[config.mk]
export PLATFORM = sky130hd
export DESIGN_NAME = coreapb3_iaddr_bank
export DESIGN_NICKNAME = d
export VERILOG_FILES = /design/src/rtl/coreapb3_iaddr_pkg.sv /design/src/rtl/coreapb3_iaddr_chan.sv /design/src/rtl/coreapb3_iaddr_bank.sv
export SDC_FILE = /design/constraint.sdc
export NUM_CORES = 1
export LEC_CHECK = 0
export BUFFER_PORTS_ARGS = -buffer_cell sky130_fd_sc_hd__buf_4
export CELL_PAD_IN_SITES_DETAIL_PLACEMENT = 1
export CELL_PAD_IN_SITES_GLOBAL_PLACEMENT = 1
export CORE_UTILIZATION = 31
export CTS_CLUSTER_SIZE = 25
export DETAILED_ROUTE_END_ITERATION = 7
export PLACE_DENSITY = 0.56
export SLEW_MARGIN = 15
export SYNTH_ARGS = -nofsm -noshare
export SYNTH_HDL_FRONTEND = slang
export SYNTH_HIERARCHICAL = 1
export SYNTH_SLANG_ARGS = --single-unit
[constraint.sdc]
create_clock -name PCLK -period 2.5 [get_ports PCLK]
set_input_delay 0.25 -clock PCLK [delete_from_list [all_inputs] [get_ports PCLK]]
set_output_delay 0.25 -clock PCLK [all_outputs]
set_load 0.02 [all_outputs]
[src/rtl/coreapb3_iaddr_pkg.sv]
// Shared offsets, CTRL field positions and lane helpers for the indirect-address bank.
package coreapb3_iaddr_pkg;

    localparam logic [4:0] LANE0    = 5'h00;
    localparam logic [4:0] LANE1    = 5'h04;
    localparam logic [4:0] LANE2    = 5'h08;
    localparam logic [4:0] LANE3    = 5'h0C;
    localparam logic [4:0] CTRL_OFF = 5'h10;

    localparam int CTRL_INC_EN  = 0;
    localparam int CTRL_STEP_LO = 1;
    localparam int CTRL_STEP_HI = 2;
    localparam int CTRL_W       = 3;

    // The lane whose write commits the staged address depends on the bus width.
    function automatic logic [4:0] top_lane_off(input int dwidth);
        case (dwidth)
            32:      return LANE0;
            16:      return LANE1;
            default: return LANE3;
        endcase
    endfunction

endpackage

[src/rtl/coreapb3_iaddr_chan.sv]
// One channel: committed address, lane staging, read snapshot, CTRL and auto-increment.
module coreapb3_iaddr_chan
    import coreapb3_iaddr_pkg::*;
#(
    parameter int APB_DWIDTH = 32
) (
    input  logic                  i_clk,
    input  logic                  i_rst_n,
    input  logic                  i_lane_wr,
    input  logic                  i_lane_top,
    input  logic [1:0]            i_lane_idx,
    input  logic                  i_ctrl_wr,
    input  logic                  i_rd_snap,
    input  logic [APB_DWIDTH-1:0] i_wdata,
    input  logic                  i_adv,
    output logic [31:0]           o_iaddr,
    output logic [31:0]           o_hold,
    output logic [CTRL_W-1:0]     o_ctrl,
    output logic                  o_wrap
);

    localparam int NLANES = 32 / APB_DWIDTH;

    logic [31:0]       r_iaddr;
    logic [31:0]       r_stage;
    logic [31:0]       r_hold;
    logic [CTRL_W-1:0] r_ctrl;
    logic              r_wrap;
    logic [31:0]       w_merged;
    logic [31:0]       w_step;
    logic [32:0]       w_sum;
    logic              w_commit;

    always_comb begin
        w_merged = r_stage;
        for (int k = 0; k < NLANES; k++) begin
            if (i_lane_idx == 2'(k)) begin
                w_merged[k*APB_DWIDTH +: APB_DWIDTH] = i_wdata;
            end
        end
    end

    assign w_step   = 32'd1 << r_ctrl[CTRL_STEP_HI:CTRL_STEP_LO];
    assign w_sum    = {1'b0, r_iaddr} + {1'b0, w_step};
    assign w_commit = i_lane_wr & i_lane_top;

    // A commit in the same cycle as an advance wins and suppresses the wrap pulse.
    always_ff @(posedge i_clk or negedge i_rst_n) begin
        if (!i_rst_n) begin
            r_iaddr <= '0;
            r_stage <= '0;
            r_hold  <= '0;
            r_ctrl  <= '0;
            r_wrap  <= 1'b0;
        end else begin
            if (w_commit) begin
                r_iaddr <= w_merged;
                r_wrap  <= 1'b0;
            end else if (i_adv && r_ctrl[CTRL_INC_EN]) begin
                r_iaddr <= w_sum[31:0];
                r_wrap  <= w_sum[32];
            end else begin
                r_wrap  <= 1'b0;
            end
            if (i_lane_wr && !i_lane_top) begin
                r_stage <= w_merged;
            end
            if (i_ctrl_wr) begin
                r_ctrl <= i_wdata[CTRL_W-1:0];
            end
            if (i_rd_snap) begin
                r_hold <= r_iaddr;
            end
        end
    end

    assign o_iaddr = r_iaddr;
    assign o_hold  = r_hold;
    assign o_ctrl  = r_ctrl;
    assign o_wrap  = r_wrap;

endmodule

[src/rtl/coreapb3_iaddr_bank.sv]
// APB3 slave with NUM_CH indirect-address registers: decode, error response and read mux.
module coreapb3_iaddr_bank
    import coreapb3_iaddr_pkg::*;
#(
    parameter int APB_DWIDTH = 32,
    parameter int NUM_CH     = 4,
    parameter int ADDR_BITS  = 12
) (
    input  logic                  PCLK,
    input  logic                  PRESETN,
    input  logic                  PSEL,
    input  logic                  PENABLE,
    input  logic                  PWRITE,
    input  logic [ADDR_BITS-1:0]  PADDR,
    input  logic [APB_DWIDTH-1:0] PWDATA,
    output logic [APB_DWIDTH-1:0] PRDATA,
    output logic                  PREADY,
    output logic                  PSLVERR,
    input  logic [NUM_CH-1:0]     IADDR_ADV,
    output logic [NUM_CH*32-1:0]  IADDR,
    output logic [NUM_CH-1:0]     IADDR_WRAP
);

    localparam int         CH_W     = (NUM_CH > 1) ? $clog2(NUM_CH) : 1;
    localparam int         NLANES   = 32 / APB_DWIDTH;
    localparam logic [4:0] TOP_OFF  = top_lane_off(APB_DWIDTH);
    localparam logic [1:0] TOP_LANE = TOP_OFF[3:2];

    logic [4:0]            w_off;
    logic [CH_W-1:0]       w_ch;
    logic [1:0]            w_lane_idx;
    logic                  w_upper_nz;
    logic                  w_ch_bad;
    logic                  w_is_lane;
    logic                  w_is_ctrl;
    logic                  w_err;
    logic                  w_access;
    logic                  w_wr;
    logic                  w_rd_snap;
    logic [NUM_CH-1:0]     w_ch_hit;
    logic [31:0]           w_iaddr_arr [NUM_CH];
    logic [31:0]           w_hold_arr  [NUM_CH];
    logic [CTRL_W-1:0]     w_ctrl_arr  [NUM_CH];
    logic [31:0]           w_sel_iaddr;
    logic [31:0]           w_sel_hold;
    logic [CTRL_W-1:0]     w_sel_ctrl;
    logic [31:0]           w_src;
    logic [APB_DWIDTH-1:0] w_lane_rd;

    assign w_off      = PADDR[4:0];
    assign w_ch       = PADDR[5 +: CH_W];
    assign w_lane_idx = w_off[3:2];

    generate
        if (ADDR_BITS > 5 + CH_W) begin : g_upper
            assign w_upper_nz = |PADDR[ADDR_BITS-1:5+CH_W];
        end else begin : g_no_upper
            assign w_upper_nz = 1'b0;
        end
    endgenerate

    assign w_ch_bad  = (32'(w_ch) >= 32'(NUM_CH));
    assign w_is_lane = !w_off[4] && (w_off[1:0] == 2'b00) && (w_lane_idx <= TOP_LANE);
    assign w_is_ctrl = (w_off == CTRL_OFF);
    assign w_err     = w_upper_nz | w_ch_bad | !(w_is_lane | w_is_ctrl);
    assign w_access  = PSEL & PENABLE;
    assign w_wr      = w_access & PWRITE & !w_err;
    assign w_rd_snap = w_access & !PWRITE & !w_err & w_is_lane & (w_lane_idx == 2'd0);

    assign PREADY  = 1'b1;
    assign PSLVERR = w_access & w_err;

    genvar c;
    generate
        for (c = 0; c < NUM_CH; c++) begin : g_ch
            assign w_ch_hit[c] = (w_ch == CH_W'(c));

            coreapb3_iaddr_chan #(
                .APB_DWIDTH (APB_DWIDTH)
            ) u_chan (
                .i_clk      (PCLK),
                .i_rst_n    (PRESETN),
                .i_lane_wr  (w_wr & w_is_lane & w_ch_hit[c]),
                .i_lane_top (w_lane_idx == TOP_LANE),
                .i_lane_idx (w_lane_idx),
                .i_ctrl_wr  (w_wr & w_is_ctrl & w_ch_hit[c]),
                .i_rd_snap  (w_rd_snap & w_ch_hit[c]),
                .i_wdata    (PWDATA),
                .i_adv      (IADDR_ADV[c]),
                .o_iaddr    (w_iaddr_arr[c]),
                .o_hold     (w_hold_arr[c]),
                .o_ctrl     (w_ctrl_arr[c]),
                .o_wrap     (IADDR_WRAP[c])
            );

            assign IADDR[32*c +: 32] = w_iaddr_arr[c];
        end
    endgenerate

    // Lane 0 reads the live address; higher lanes read the snapshot taken on the lane-0 read.
    always_comb begin
        w_sel_iaddr = '0;
        w_sel_hold  = '0;
        w_sel_ctrl  = '0;
        for (int i = 0; i < NUM_CH; i++) begin
            if (w_ch_hit[i]) begin
                w_sel_iaddr = w_iaddr_arr[i];
                w_sel_hold  = w_hold_arr[i];
                w_sel_ctrl  = w_ctrl_arr[i];
            end
        end
        w_src     = (w_lane_idx == 2'd0) ? w_sel_iaddr : w_sel_hold;
        w_lane_rd = '0;
        for (int k = 0; k < NLANES; k++) begin
            if (w_lane_idx == 2'(k)) begin
                w_lane_rd = w_src[k*APB_DWIDTH +: APB_DWIDTH];
            end
        end
    end

    always_comb begin
        PRDATA = '0;
        if (PSEL && !PWRITE && !w_err) begin
            PRDATA = w_is_ctrl ? {{(APB_DWIDTH-CTRL_W){1'b0}}, w_sel_ctrl} : w_lane_rd;
        end
    end

endmodule
; ---- Word-level counts from Yosys, hierarchy flattened
; Cells that the tools add are included.
[word_totals]
regBits = 272
inputBits = 53
[op_classes]
add_sub_neg = 4
n_lt_le_gt_ge = 1
n_eq_ne = 4
shift = 4
mux = 31
n_bitwise = 20
n_reduce_logical = 25
[ops]
columns = cell, count
row1 = 32-bit two-way mux, 19
row2 = 32-bit by 32-bit adder with 33-bit output, 4
row3 = "1-bit by 2-bit left shift with 32-bit output, first input constant", 4
row4 = 1-bit bitwise AND, 18
row5 = 1-bit logical AND, 12
row6 = 3-bit two-way mux, 4
row7 = 1-bit two-way mux, 8
row8 = 2-bit nonzero test, 4
row9 = 2-bit logical NOT, 3
row10 = "5-bit == test, second input constant", 1
row11 = 1-bit logical NOT, 5
row12 = 5-bit OR reduction, 1
row13 = "2-bit == test, second input constant", 2
row14 = "2-bit by 1-bit == test with 1-bit output, second input constant", 1
row15 = "2-bit by 1-bit less-or-equal comparator with 1-bit output, second input constant", 1
row16 = 1-bit bitwise OR, 2

; ---- Longest topological paths before layout
; Gate-level depths: netlist (run 1).
[logic_depth]
depth_word = 12
ltp_mapped = 9

; ---- Modules after synthesis
; Netlist (run 1), hierarchy kept.
[by_module_without_submodules]
columns = mod, n_inst, cells_per_inst, area_per_inst_um2
row1 = coreapb3_iaddr_chan (g_ch[0].u_chan ...), 3, 407, 4825.9
row2 = coreapb3_iaddr_chan (g_ch[3].u_chan), 1, 402, 4779.6
row3 = coreapb3_iaddr_bank, 1, 121, 1376.3

; ---- Worst setup path before layout (run 1)
; No wires, ideal clock.
[synth_path]
path_type = input to register
start = in PADDR[7]
end = reg g_ch[3].u_chan.r_stage[17]
arrival_time_ps = 2516
slack_ps = -141
stages = 7
path_cell_list = nor4_2 -> nand4_1 -> nor3_1 -> nand2b_1 -> nor3_2 -> clkbuf_1 -> mux2_2
[synth_between]
elab_chain_cells = 7
[synth_rtl]
columns = item, line
row1 = "start, declared", coreapb3_iaddr_bank.sv:14  ; input logic [ADDR_BITS-1:0] PADDR,
row2 = 5-bit OR reduction, coreapb3_iaddr_bank.sv:56  ; assign w_upper_nz = |PADDR[ADDR_BITS-1:5+CH_W];
row3 = 1-bit bitwise OR, coreapb3_iaddr_bank.sv:65  ; assign w_err = w_upper_nz | w_ch_bad | !(w_is_lane | w_is_ctrl);
row4 = 1-bit logical NOT, coreapb3_iaddr_bank.sv:67  ; assign w_wr = w_access & PWRITE & !w_err;
row5 = 1-bit bitwise AND, coreapb3_iaddr_bank.sv:67
row6 = 1-bit bitwise AND (2 in a row), coreapb3_iaddr_bank.sv:83  ; .i_lane_wr (w_wr & w_is_lane & w_ch_hit[c]),
row7 = 1-bit logical AND, coreapb3_iaddr_chan.sv:65  ; if (i_lane_wr && !i_lane_top) begin
row8 = "end signal, assigned", coreapb3_iaddr_chan.sv:66  ; r_stage <= w_merged;
row9 = "end, declared", coreapb3_iaddr_chan.sv:25  ; logic [31:0] r_stage;
; Every way passes these cells.
; A chain may end at the register's enable or synchronous reset.

; ---- Final worst setup path (run 1)
[layout_path]
start = in PADDR[7]
end = out PRDATA[11]
[layout_between]
elab_chain_cells = 5
[layout_rtl]
columns = item, line
row1 = 5-bit OR reduction, coreapb3_iaddr_bank.sv:56
row2 = 1-bit bitwise OR, coreapb3_iaddr_bank.sv:65
row3 = 1-bit logical NOT, coreapb3_iaddr_bank.sv:123  ; if (PSEL && !PWRITE && !w_err) begin
row4 = 1-bit logical AND, coreapb3_iaddr_bank.sv:123
row5 = 32-bit two-way mux, coreapb3_iaddr_bank.sv:123
row6 = "end, declared", coreapb3_iaddr_bank.sv:16  ; output logic [APB_DWIDTH-1:0] PRDATA,
; Every way passes these cells.

==> run summary, run 1 <==
Status - finished, final reports clean
Avg Vias per Cell - 5.345
FP Rows - 82
Critical path arrival - 2210 ps
Htree depth - 2
Final Max Slew Viols - 0
CP Capture Type - output port
CTS tree - built
WHS Path Cells - 3
I/O pin count - 219
Remaining DRCs - 0
Final setup margin - 42.68 ps
Initial DRC count - 989
Clock share of power - 0.509
Max-slew headroom - 0.5616
Startpoint types - input port
Final wirelength - 58820 um
Critical R2R Launch - g_ch[3].u_chan/o_ctrl[1]
CP Buf/Inv Count - 3
Setup Viol. Count Final - 0
Syn Area/Cell - 10.84 um2
Largest net degree at the start of global routing - 71
Sw Ratio - 0.2420
HP Start - IADDR_ADV[3]
Internal power - 7.652 mW
Final ANT Viol Nets - 0
Number of global-route vias before repair - 13830
Slowest cell on crit path - nor3b_1
First-pass GRT wire length - 88700 um
Starting Density - 0.3158
Worst R2R Setup Slack - 90 ps
Clock tree buffer depth - 3
Final hold viol count - 0
Synthesized area - 15910 um2
Worst vdd ir - 0.0003354 V
Most frequent CP cell - buf_4
RD Place Congestion - 0.8873
Skew final - 25.90 ps
GRT overflow - 0
Layout area overhead - 27.95%
Vias - 13130
Psw - 2.443 mW
Hold WC Path Type - in2reg
Port bufs - 217
Leak Pwr - 9.560 nW
Critical path cell sequence - buf_4 > nor4_2 > buf_4 > nand4b_4 > nor3b_1 > buf_4
CTS Buf Count - 35
All-Layer GR Usage - 0.2253
Period utilisation layout - 0.9829
Synth Instances - 1468
Unrepaired setup endpoints after global routing - no
Synth Warn # - 6
Post-Layout Cell Count - 2457
Inst Count DP - 2387
Clk pin slew, worst setup/hold paths - 60 ps
Core area - 50380 um2
CP max stage delay - 640 ps
Slew @ Worst Pin - 656.2 ps
Worst Hold Path EP - g_ch[3].u_chan/o_iaddr[3]
Worst reg2reg path depth - 8
Tmin final - 2457 ps
Placement Setup Slack - -85.59 ps
Fin Setup TNS - 0 ps
Sequential share of power - 0.437
Die width - 228.5 um
Pwr dens - 496.0 nW/um2
CTS Root Cell - clkbuf_16
Critical path class - in2out
RR Endpoint - g_ch[3].u_chan/o_iaddr[31]
Drt first pass iters - 5
Gate power share - 0.054
Total Die Area - 52230 um2
Later-pin clock latency in the skew report - 540 ps
Net count of the mapped netlist - 1541
Initial antenna violation count - 3
Final Instance Area - 20350 um2
Share of layout cells above drive strength 1 - 0.3307
DPL Wire Length - 46300 um
CP Max Fanout - 16
Final net count - 1827
WL/cell - 23.94 um
Die height - 228.5 um
Number of max-cap violations - 0
Hold_ws - 35.45 ps
CP delay by family, top - simple AND/OR/NAND/NOR gates
Post-DP Area - 19120 um2
Fmax achieved - 406.9 MHz
Required @ worst endpoint - 2250 ps
Number of clock sinks - 272
[metrics by stage]
step	util	total power [mW]
3_3_place_gp	0.3796	5.033
2_1_floorplan	-	4.662
4_1_cts	0.4032	10.23
5_1_grt	0.4040	10.44
6_report	0.4041	10.10
3_5_place_dp	0.3796	5.037
[sequential cells by signal (all words and copies together), names as in the netlist]
name / flops
g_ch.u_chan/o_ctrl: 12
g_ch.u_chan/o_iaddr: 128
g_ch.u_chan/o_wrap: 4
g_ch.u_chan/r_stage: 128
[what timing repair did]
item | in CTS | in global routing
hold buffers | 2 | 0
buffers inserted | 0 | 0
hold endpoints to repair | 40 | 0
resized for setup | 0 | 11
setup endpoints to repair | 0 | 22
[power groups by stage]
stage	sequential, mW	combinational [mW]	clock (mW)
floorplan	4.49	0.170	0
finish	4.41	0.542	5.14
global placement	4.49	0.544	0
CTS	4.41	0.551	5.27
detailed placement	4.49	0.548	0
global route	4.41	0.588	5.44
[cell usage in the layout, fill, tap and decap left out, types with 26 or more instances in the layout]
cell	n
mux2_2	116
nand2_1	73
nand4_1	28
xnor2_1	59
clkbuf_16	36
mux2i_1	72
dfrtp_1	268
nor2_1	26
buf_4	317
nor2b_1	78
mux4_2	35
and3_1	37
a21oi_1	96
nor3b_1	32
xor2_1	53
a211oi_1	86
o21ai_0	44
nand3_1	62
[layout make-up]
type	instances	area, um2
well taps	672	840.8
clock buffers	50	1023
flip-flops and latches	272	6812
fillers	5499	30020
multi-input cells	1096	8710
diodes	4	10.01
inverters	11	41.29
repair buffers	338	2775
clock inverters	14	142.6
[worst max-delay path by stage]
stage	startpoint	endpoint	slack, ps	cells past startpoint
finish	PADDR[7]	PRDATA[11]	40	6
global route	g_ch[2].u_chan/o_ctrl[2]	g_ch[2].u_chan/o_iaddr[25]	2	7
CTS	g_ch[0].u_chan/o_ctrl[2]	g_ch[0].u_chan/o_iaddr[8]	40	9
detailed placement	PADDR[7]	g_ch[3].u_chan/r_stage[18]	-90	8
global placement	PADDR[7]	g_ch[3].u_chan/r_stage[18]	-6	8
floorplan	PADDR[7]	g_ch[0].u_chan/r_stage[11]	-5	7
[worst reg2reg max path, delay by kind of cell, from the launching register on]
family          cells  cell delay, ps
buf+inv             1             200
fa+ha+maj           1             360
simple gates        4            1050
flops               1             460
compound gates      2             270
[routing by layer]
metal / wire (um) / vias up / share of wire / GRT usage
li1: - / 6009 / - / -
met1: 27900 / 6760 / 0.47 / 0.3131
met2: 27330 / 291 / 0.46 / 0.3618
met3: 2090 / 70 / 0.036 / 0.02994
met4: 1485 / 2 / 0.025 / 0.07194
met5: 13 / - / 0.00022 / 0
No activity file was read; power rests on OpenSTA's default activity.
==> run 2: changes to the inputs <==
RECOVER_POWER = 50   (was not set)
==> run 2 against run 1 <==
Fmax up 0.82%. Largest power group unchanged. Clock skew grew 1.0 ps. Critical endpoint unchanged. Register-to-register slack about the same. Highest routed layer unchanged. Global-route usage stayed put. Critical path type unchanged.
==> run summary, run 2 (same netlist as run 1, synthesis figures left out) <==
CP Max Fanout - 16 (unchanged)
Pwr dens - 503.7 nW/um2 (+1.6%)
Post-DP Area - 19120 um2 (unchanged)
First-pass GRT wire length - 88700 um (unchanged)
GRT overflow - 0 (unchanged)
Fill count - 5559 (+1.1%)
CTS tree - built
Final Max Slew Viols - 0 (unchanged)
Hold WC Path Type - in2reg
Core area - 50380 um2 (unchanged)
Starting Density - 0.3158 (unchanged)
I/O pin count - 219 (unchanged)
Inst Count DP - 2387 (unchanged)
Post-Layout Cell Count - 2457 (unchanged)
Worst Hold Path EP - g_ch[3].u_chan/o_iaddr[3]
Number of global-route vias before repair - 13830 (unchanged)
HP Start - IADDR_ADV[3]
Critical path class - in2out
Overall Power - 10.08 mW (-0.12%)
Most common cell after layout, fill and taps aside - dfrtp_1
Most frequent cells in the layout - 268 x dfrtp_1, 233 x buf_4, 116 x mux2_2
Drt first pass iters - 5 (unchanged)
Startpoint types - input port
Clock tree buffer depth - 3 (unchanged)
Worst reg2reg path depth - 7 (-1)
Worst vdd ir - 0.0003330 V (-0.70%)
Die height - 228.5 um (unchanged)
Critical R2R Launch - g_ch[2].u_chan/o_ctrl[2]
Largest net degree at the start of global routing - 71 (unchanged)
Number of clock sinks - 272 (unchanged)
Post-CTS setup buffer count - 0 (unchanged)
Vias - 13120 (-0.084%)
CTS Root Cell - clkbuf_16
Skew final - 26.94 ps (+1.033 ps)
Critical path arrival - 2190 ps (-20 ps)
Later-pin clock latency in the skew report - 540 ps (about the same)
RD Place Congestion - 0.8873 (unchanged)
Share of layout cells above drive strength 1 - 0.2841 (-0.04660)
FP Rows - 82 (unchanged)
Period utilisation layout - 0.9750 (-0.007972)
Layout area overhead - 25.84%
Placement Setup Slack - -85.59 ps (unchanged)
RR Endpoint - g_ch[2].u_chan/o_iaddr[25]
DPL Wire Length - 46300 um (unchanged)
Final wirelength - 58810 um (about the same)
Total Die Area - 52230 um2 (unchanged)
Final setup margin - 62.61 ps (+19.93 ps)
Tmin final - 2437 ps (-19.93 ps)
Initial antenna violation count - 4 (+1)
CP Capture Type - output port
Required @ worst endpoint - 2250 ps (about the same)
Clk pin slew, worst setup/hold paths - 60 ps (about the same)
Remaining DRCs - 0 (unchanged)
Slew @ Worst Pin - 1250 ps (+593.8 ps)
Final net count - 1827 (unchanged)
Die width - 228.5 um (unchanged)
Leak Pwr - 9.198 nW (-3.8%)
Htree depth - 2 (unchanged)
CTS Buf Count - 35 (unchanged)
Initial DRC count - 1028 (+3.9%)
Avg Vias per Cell - 5.340 (about the same)
Final hold viol count - 0 (unchanged)
Unrepaired setup endpoints after global routing - no
Final Instance Area - 20020 um2 (-1.7%)
Beginning of the critical path - PADDR[3]
Port bufs - 217 (unchanged)
Worst R2R Setup Slack - 90 ps (about the same)
Fmax achieved - 410.3 MHz (+0.82%)
Max-slew headroom - 0.1667 (-0.3949)
Final Util - 0.3974 (-0.006681)
Number of max-cap violations - 0 (unchanged)
Setup Viol. Count Final - 0 (unchanged)
Final ANT Viol Nets - 0 (unchanged)
WL/cell - 23.93 um (about the same)
WHS Path Cells - 3 (unchanged)
Status - finished, final reports clean
All-Layer GR Usage - 0.2253 (unchanged)
## run 2: cell types whose count changed in the layout (fill, tap and decap cells not counted)
cell	delta
buf_12	-1
buf_4	-84
buf_8	-1
clkbuf_1	+83
clkbuf_2	+2
clkbuf_4	+1
## run 2: repair_timing
item / CTS / global route
setup endpoints to repair: 0 / 22
resized for setup: 0 / 11
hold buffers: 2 / 0
endpoints found under the hold margin: 40 / 0
## run 2: final cells by class
class | count | area, um2 | area share
flip-flops and latches | 272 | 6812 | 0.3403
clock buffers | 50 | 1023 | 0.05113
diodes | 4 | 10.01 | 0.0005000
repair buffers | 338 | 2439 | 0.1218
well taps | 672 | 840.8 | 0.04200
clock inverters | 14 | 142.6 | 0.007125
multi-input cells | 1096 | 8710 | 0.4351
inverters | 11 | 41.29 | 0.002063
## run 2: worst max-delay path by stage
stage                                       to  slack (ps)
floorplan           g_ch[0].u_chan/r_stage[11]          -5
global placement    g_ch[3].u_chan/r_stage[18]          -6
detailed placement  g_ch[3].u_chan/r_stage[18]         -90
CTS                  g_ch[0].u_chan/o_iaddr[8]          40
global route        g_ch[2].u_chan/o_iaddr[25]           2
finish                              PRDATA[11]          60
## run 2: per-layer routing
| metal | track usage | up-vias | wire length (um) |
|---|---|---|---|
| li1 | - | 6006 | - |
| met1 | 0.3131 | 6750 | 27740 |
| met2 | 0.3618 | 283 | 27240 |
| met3 | 0.02994 | 78 | 2254 |
| met4 | 0.07194 | 4 | 1545 |
| met5 | 0 | - | 27 |
## run 2: critical path, stage by stage
cell and delay [ps]:
buf_4 130, nor4_4 420, buf_4 240, nand4b_4 260, nor3b_1 620, buf_4 260
## run 2: report_power, final
group          internal (mW)  switching (mW)  total (mW)  leakage, nW
Sequential              4.41         0.00368        4.41         3.79
Combinational          0.163           0.372       0.535         4.83
Clock                   3.08            2.06        5.14        0.581
## run 2: through the flow
stage | hold slack [ps] | TNS (ps)
floorplan | -45.59 | -107.3
global placement | 184.6 | -9.059
detailed placement | 185.4 | -1895
CTS | 5.937 | 0
global route | 17.54 | 0
finish | 32.92 | 0
